[config.mk]
export PLATFORM = sky130hd
export DESIGN_NAME = div_cu
export DESIGN_NICKNAME = d
export VERILOG_FILES = /design/src/rtl/div_pkg.sv /design/src/rtl/div_cu.sv
export SDC_FILE = /design/constraint.sdc
export NUM_CORES = 1
export LEC_CHECK = 0
export ABC_AREA = 0
export ABC_CLOCK_PERIOD_IN_PS = 1400
export CAP_MARGIN = 25
export CORE_AREA = 2 2 39 41
export CTS_CLUSTER_DIAMETER = 80
export DETAILED_ROUTE_END_ITERATION = 8
export DIE_AREA = 0 0 41 43
export GPL_TIMING_DRIVEN = 0
export PLACE_DENSITY_LB_ADDON = 0.15
export SLEW_MARGIN = 20
export SYNTH_ARGS = -nofsm -noshare
export SYNTH_HDL_FRONTEND = slang
export SYNTH_SLANG_ARGS = --single-unit
[constraint.sdc]
create_clock -name clk -period 1.4 [get_ports clk]
set_input_delay 0.28 -clock clk [delete_from_list [all_inputs] [get_ports clk]]
set_output_delay 0.28 -clock clk [all_outputs]
set_load 0.005 [all_outputs]
[src/rtl/div_pkg.sv]
// ============================================================================
// Module : div_pkg
// Brief  : Shared constants and FSM state encoding for the divider control unit.
// Rev    : 1.0  initial release
// ============================================================================
`default_nettype none

package div_pkg;

  localparam int DIV_WIDTH = 4;

  typedef enum logic [3:0] {
    S_IDLE     = 4'd0,
    S_LOAD     = 4'd1,
    S_CHECK    = 4'd2,
    S_SHL_INIT = 4'd3,
    S_TEST     = 4'd4,
    S_SUB      = 4'd5,
    S_SHL0     = 4'd6,
    S_SHL1     = 4'd7,
    S_FIX      = 4'd8,
    S_DONE     = 4'd9,
    S_ERR      = 4'd10
  } div_state_e;

endpackage

`default_nettype wire

[src/rtl/div_cu.sv]
// ============================================================================
// Module : div_cu
// Brief  : Moore control unit for a restoring shift/subtract divider.
//          Define DIV_CU_ZERO_CHECK_EN to add the CHECK/ERR divide-by-zero path.
// Rev    : 1.0  initial release
// ============================================================================
`default_nettype none

module div_cu
  import div_pkg::*;
(
  input  logic       clk,
  input  logic       rst,
  input  logic       go,
  input  logic       R_lt_Y,
  input  logic [3:0] cnt_out,
  input  logic       error,
  output logic       udCE,
  output logic       udLD,
  output logic       udUD,
  output logic       s0,
  output logic       s1,
  output logic       s2,
  output logic       rLD,
  output logic       rSL,
  output logic       rSR,
  output logic       xLD,
  output logic       xSL,
  output logic       xRightIn,
  output logic       yLD,
  output logic       done,
  output logic       div_err
);

  div_state_e r_state;
  div_state_e w_next;

`ifndef DIV_CU_ZERO_CHECK_EN
  logic w_unused_error;
  assign w_unused_error = error;
`endif

  always_ff @(posedge clk) begin
    if (rst) begin
      r_state <= S_IDLE;
    end else begin
      r_state <= w_next;
    end
  end

  always_comb begin
    w_next = r_state;
    case (r_state)
      S_IDLE:     w_next = go ? S_LOAD : S_IDLE;
`ifdef DIV_CU_ZERO_CHECK_EN
      S_LOAD:     w_next = S_CHECK;
      S_CHECK:    w_next = error ? S_ERR : S_SHL_INIT;
      S_ERR:      w_next = go ? S_ERR : S_IDLE;
`else
      S_LOAD:     w_next = S_SHL_INIT;
`endif
      S_SHL_INIT: w_next = S_TEST;
      // An exhausted counter ends the loop even if the remainder is small.
      S_TEST: begin
        if (cnt_out == 4'(0)) begin
          w_next = S_FIX;
        end else if (R_lt_Y) begin
          w_next = S_SHL0;
        end else begin
          w_next = S_SUB;
        end
      end
      S_SUB:      w_next = S_SHL1;
      S_SHL0:     w_next = S_TEST;
      S_SHL1:     w_next = S_TEST;
      S_FIX:      w_next = S_DONE;
      S_DONE:     w_next = go ? S_DONE : S_IDLE;
      default:    w_next = S_IDLE;
    endcase
  end

  always_comb begin
    udCE     = 1'b0;
    udLD     = 1'b0;
    udUD     = 1'b0;
    s0       = 1'b0;
    s1       = 1'b0;
    s2       = 1'b0;
    rLD      = 1'b0;
    rSL      = 1'b0;
    rSR      = 1'b0;
    xLD      = 1'b0;
    xSL      = 1'b0;
    xRightIn = 1'b0;
    yLD      = 1'b0;
    done     = 1'b0;
    div_err  = 1'b0;
    case (r_state)
      S_LOAD: begin
        xLD  = 1'b1;
        yLD  = 1'b1;
        rLD  = 1'b1;
        s0   = 1'b1;
        udLD = 1'b1;
      end
      S_SHL_INIT: begin
        rSL = 1'b1;
        xSL = 1'b1;
      end
      S_SUB: begin
        rLD = 1'b1;
      end
      S_SHL0: begin
        rSL  = 1'b1;
        xSL  = 1'b1;
        udCE = 1'b1;
      end
      S_SHL1: begin
        rSL      = 1'b1;
        xSL      = 1'b1;
        udCE     = 1'b1;
        xRightIn = 1'b1;
      end
      S_FIX: begin
        rSR = 1'b1;
      end
      S_DONE: begin
        done = 1'b1;
        s1   = 1'b1;
        s2   = 1'b1;
      end
`ifdef DIV_CU_ZERO_CHECK_EN
      S_ERR: begin
        done    = 1'b1;
        div_err = 1'b1;
      end
`endif
      default: ;
    endcase
  end

endmodule

`default_nettype wire
; ---- Word level (Yosys, flattened, before mapping)
; Cells that the tools add are included.
[totals]
regBits = 4
romBits = 0
latch_bits = 0
mem_bits_rw = 0
memories = 0
in_bits = 9
out_inout_bits = 15
word_cells = 26
[classes]
eq_ne = 8
addsub = 0
multipliers = 0
n_mux = 12
bitwise = 0
n_lt_le_gt_ge = 0
div_mod_pow = 0
reduce_logical = 5
shifts = 0
[ops]
columns = operator, n
row1 = $pmux 4 s7, 1
row2 = $eq 4x3->1 const B, 4
row3 = $eq 4x4->1 const B, 2
row4 = $logic_not 4->1, 2
row5 = $mux 1, 8
row6 = $mux 4, 2
row7 = $eq 4x1->1 const B, 1
row8 = $eq 4x2->1 const B, 1
row9 = $reduce_or 2->1, 2
row10 = $reduce_or 3->1, 1
row11 = $mux 2, 1

; ---- Longest topological paths before layout
[logic_depth]
ltp_word = 3
mapped_depth = 4
mapped_depth_nobuf = 3

; ---- Worst setup path before layout
; Ideal clock, no wire load.
[synth_path]
kind = flip-flop to output port
start = reg r_state[0]
end = out udLD
n_path_buf = 1
stages_incl_launch_ff = 4
required_time_ps = 1120
path_slack_ps = 131
arrival_time_ps = 989
cell_sequence = dfxtp_1 > nand3_1 > nor2_1 > buf_4
[synth_between]
elab_chain_cells = 2
[synth_rtl]
columns = element, line
row1 = "start, declared", div_cu.sv:35  ; div_state_e r_state;
row2 = "start signal, assigned", div_cu.sv:47  ; r_state <= w_next;
row3 = $eq 4x1->1, --
row4 = $mux 1, --
row5 = "end, declared", div_cu.sv:19  ; output logic udLD,
; No other way between the ends.

; ---- Worst setup path after layout
[layout_path]
start = reg r_state[3]
end = out s1
[layout_between]
elab_chain_cells = 2
[layout_rtl]
columns = element, line
row1 = $eq 4x4->1, div_cu.sv:98  ; case (r_state)
row2 = $mux 1, div_cu.sv:98
row3 = "end, declared", div_cu.sv:22  ; output logic s1,
; No other way between the ends.

==> run_summary.xml <==
<?xml version="1.0" encoding="UTF-8"?>
<metrics>
  <group name="finish">
    <metric name="layout.core_utilization" unit="">0.604</metric>
    <metric name="total_of_fill_cells_in_the_finished_design" unit="">128</metric>
    <metric name="layout-area-overhead-vs-synth" unit="%">147</metric>
    <metric name="regMostFlops" unit="">r_state</metric>
    <metric name="antenna_cells_inserted" unit="">0</metric>
    <metric name="drive_above_1_share" unit="">0.720</metric>
    <metric name="regs_by_ff_count" unit="">r_state x4</metric>
    <metric name="final_standard_cell_count_with_taps_included_and_fillers_excluded" unit="">98</metric>
    <metric name="finalInstanceArea" unit="um^2">836</metric>
    <metric name="largest_register_ff_count" unit="">4</metric>
    <metric name="layout.nets" unit="">93</metric>
  </group>
  <group name="yosys">
    <metric name="synth-seq-area-share" unit="">0.237</metric>
    <metric name="ys_top_cells_by_count" unit="">8 x sky130_fd_sc_hd__buf_4, 4 x sky130_fd_sc_hd__dfxtp_1, 3 x sky130_fd_sc_hd__inv_1, 3 x sky130_fd_sc_hd__nand3_1</metric>
    <metric name="synth.largest_area_cell" unit="">sky130_fd_sc_hd__dfxtp_1</metric>
    <metric name="ys.flop_type" unit="">sky130_fd_sc_hd__dfxtp_1</metric>
    <metric name="synth.yosys.warnings" unit="">0</metric>
    <metric name="syn-mean-instance-area" unit="um^2">8.24</metric>
    <metric name="postSynthRegisterBits" unit="">4</metric>
    <metric name="synth_largest_type_area_fraction" unit="">0.237</metric>
    <metric name="yosysMostFrequentCell" unit="">sky130_fd_sc_hd__buf_4</metric>
    <metric name="synthTopCellsByArea" unit="">sky130_fd_sc_hd__dfxtp_1 24%, sky130_fd_sc_hd__buf_4 18%, sky130_fd_sc_hd__nor4b_4 7.0%</metric>
    <metric name="synth_async_sr_flop_share" unit="">0</metric>
    <metric name="synth-edff-count" unit="">0</metric>
    <metric name="postSynthCellCount" unit="">41</metric>
    <metric name="unique_cell_type_count_in_the_yosys_netlist" unit="">23</metric>
    <metric name="syn-cell-area" unit="um^2">338</metric>
  </group>
  <group name="detailed_routing">
    <metric name="drt_initial_violations" unit="">7</metric>
    <metric name="firstDrtPassIters" unit="">4</metric>
    <metric name="wl_per_cell" unit="um">11.5</metric>
    <metric name="ant_nets" unit="">0</metric>
    <metric name="totalWireLength" unit="um">1130</metric>
    <metric name="via_per_inst" unit="">4.39</metric>
    <metric name="number_of_vias_after_detailed_routing" unit="">430</metric>
    <metric name="drc" unit="">0</metric>
  </group>
  <group name="clock_tree">
    <metric name="clock-sinks" unit="">4</metric>
    <metric name="clock_tree.htree_level_count" unit="">1</metric>
    <metric name="clock_tree_from_tritoncts" unit="">done</metric>
    <metric name="cts.root.buffer_cell" unit="">sky130_fd_sc_hd__clkbuf_4</metric>
    <metric name="cts_buffer_depth" unit="">2</metric>
    <metric name="worst_skew_pair.late_latency" unit="ns">0.24</metric>
    <metric name="hold_buffers" unit="">0</metric>
    <metric name="clk_pin_slew_worst_paths" unit="ns">0.04</metric>
    <metric name="cts_buffers" unit="">3</metric>
  </group>
  <group name="status">
    <metric name="violated_checks" unit="">setup timing</metric>
    <metric name="outcome" unit="">complete, but fails checks</metric>
  </group>
  <group name="timing">
    <metric name="fmax" unit="GHz">0.670</metric>
    <metric name="final_critical_path_setup_slack" unit="ns">-0.0934</metric>
    <metric name="period_needed" unit="ns">1.49</metric>
    <metric name="unrepaired_setup_endpoints_after_global_routing" unit="">yes</metric>
    <metric name="report.final.hold_viol_count" unit="">0</metric>
    <metric name="final_max_slew_viol_count" unit="">0</metric>
    <metric name="setup_viol" unit="">7</metric>
    <metric name="timing.clock.skew" unit="ns">0.000871</metric>
    <metric name="timing.hold.ws" unit="ns">0.609</metric>
    <metric name="finalCritPeriodShare" unit="">1.07</metric>
    <metric name="setup_tns" unit="ns">-0.317</metric>
  </group>
  <group name="run">
    <metric name="cap_violations" unit="">0</metric>
  </group>
  <group name="global_route">
    <metric name="leftover_overflow_at_the_end_of_global_routing" unit="">0</metric>
    <metric name="vias_in_the_first_global_route" unit="">455</metric>
    <metric name="grt_first_pass_wirelength" unit="um">1780</metric>
    <metric name="grt_antenna_before_repair" unit="">0</metric>
    <metric name="grt_max_degree" unit="">6</metric>
    <metric name="gr-usage-all-layers" unit="">0.152</metric>
  </group>
  <group name="critical_path">
    <metric name="timing.critical_path.slowest_stage_cell" unit="">sky130_fd_sc_hd__dfxtp_4</metric>
    <metric name="cp_num_buf_inv" unit="">4</metric>
    <metric name="crit_required" unit="ns">1.12</metric>
    <metric name="worstSetupEndpointType" unit="">primary output</metric>
    <metric name="crit_top_cell" unit="">sky130_fd_sc_hd__buf_6</metric>
    <metric name="path_max_fanout" unit="">4</metric>
    <metric name="timing.setup.critical_path_class" unit="">reg -&gt; out</metric>
    <metric name="worst_path_arrival" unit="ns">1.21</metric>
    <metric name="path_delay_family" unit="">buffers and inverters</metric>
    <metric name="critical_path.max_stage_delay" unit="ns">0.35</metric>
    <metric name="start_kind" unit="">flip-flop</metric>
    <metric name="cell_by_cell_trace_of_the_critical_path" unit="">buf_6 &gt; buf_4 &gt; and3_4 &gt; buf_6 &gt; buf_6</metric>
  </group>
  <group name="placement">
    <metric name="place.port_buffers" unit="">20</metric>
    <metric name="placed_cells_incl_taps" unit="">78</metric>
    <metric name="placedInstanceArea" unit="um^2">562</metric>
    <metric name="routabilityCongestion" unit="">0.685</metric>
    <metric name="preCtsSetupSlack" unit="ns">-0.483</metric>
    <metric name="detailed_place_hpwl" unit="um">590</metric>
  </group>
  <group name="min_path">
    <metric name="hold_class" unit="">reg -&gt; reg</metric>
  </group>
  <group name="die">
    <metric name="core_region_area" unit="mm^2">0.00138</metric>
    <metric name="pin_count" unit="">24</metric>
    <metric name="placement_rows" unit="">14</metric>
    <metric name="initial_cell_density_of_the_core" unit="">0.244</metric>
    <metric name="die_width" unit="um">41</metric>
    <metric name="die_h" unit="um">43</metric>
    <metric name="design.die.area" unit="mm^2">0.00176</metric>
  </group>
  <group name="power_and_ir_drop">
    <metric name="ir_worst_vdd" unit="mV">0.533</metric>
    <metric name="total_power" unit="mW">0.510</metric>
    <metric name="cellPowerDensity" unit="mW/mm^2">610</metric>
    <metric name="cellLeakagePower" unit="nW">0.381</metric>
  </group>
</metrics>
-- per-layer routing --
metal / up-vias / track usage / wire, um
met2: 15 / 0.259 / 673
met5: - / 0 / 0
li1: 216 / - / -
met4: 0 / 0.0600 / 6
met1: 197 / 0.154 / 380
met3: 2 / 0.0628 / 64
-- repair_timing --
item	CTS	global route
resized for setup	78	18
endpoints found under the hold margin	0	0
pin swaps	6	6
buffers inserted	15	4
endpoints found under the setup margin	13	14
-- cell families (layout without fill, tap and decap cells) --
logic type             count (synthesis)  count (layout)  share of synthesized area
other                                  1               2                     0.0111
AOI/OAI and AO/OA                      8               8                      0.156
and+or+nand+nor                       17              17                      0.385
DFF                                    4               4                      0.237
buffers and inverters                 11              51                      0.211
-- power by group --
part,internal [mW],leakage [nW],switching (mW)
sequential,0.119,0.0356,0.0142
combinational,0.153,0.331,0.0778
clock,0.0961,0.0138,0.0501
-- worst reg2reg max path: stages (launching register included) --
cell                      delay (ns)
sky130_fd_sc_hd__dfxtp_4        0.36
sky130_fd_sc_hd__buf_4          0.14
sky130_fd_sc_hd__buf_6          0.12
sky130_fd_sc_hd__nor4b_4        0.34
sky130_fd_sc_hd__nand3_1        0.11
sky130_fd_sc_hd__a21oi_1        0.15
-- path summary, 6_finish.rpt --
path,start,end,slack (ns),depth (start not counted)
min,r_state[1],r_state[2],0.61,3
max reg2reg,r_state[0],r_state[1],0.09,5
max,r_state[3],s1,-0.09,5
min reg2reg,r_state[1],r_state[2],0.61,3
-- cells in the final DEF, fill, tap and decap left out, types with 2 or more instances in the layout --
master	n
sky130_fd_sc_hd__a21oi_1	2
sky130_fd_sc_hd__and2_4	2
sky130_fd_sc_hd__and3_4	2
sky130_fd_sc_hd__buf_2	3
sky130_fd_sc_hd__buf_4	11
sky130_fd_sc_hd__buf_6	23
sky130_fd_sc_hd__clkbuf_4	3
sky130_fd_sc_hd__clkdlybuf4s50_1	7
sky130_fd_sc_hd__conb_1	2
sky130_fd_sc_hd__dfxtp_4	4
sky130_fd_sc_hd__inv_4	2
sky130_fd_sc_hd__nand3_1	2
sky130_fd_sc_hd__nor2_4	2
-- area by class of cell --
cell class | instances | area (um^2) | share of cell area
multi-input cells | 27 | 245 | 0.293
flip-flops and latches | 4 | 95.1 | 0.114
clock buffers | 3 | 22.5 | 0.0269
inverters | 3 | 16.3 | 0.0195
repair buffers | 38 | 365 | 0.437
well taps | 16 | 20.0 | 0.0240
plain buffers | 7 | 71.3 | 0.0853
(Power assumes the default switching activity.)
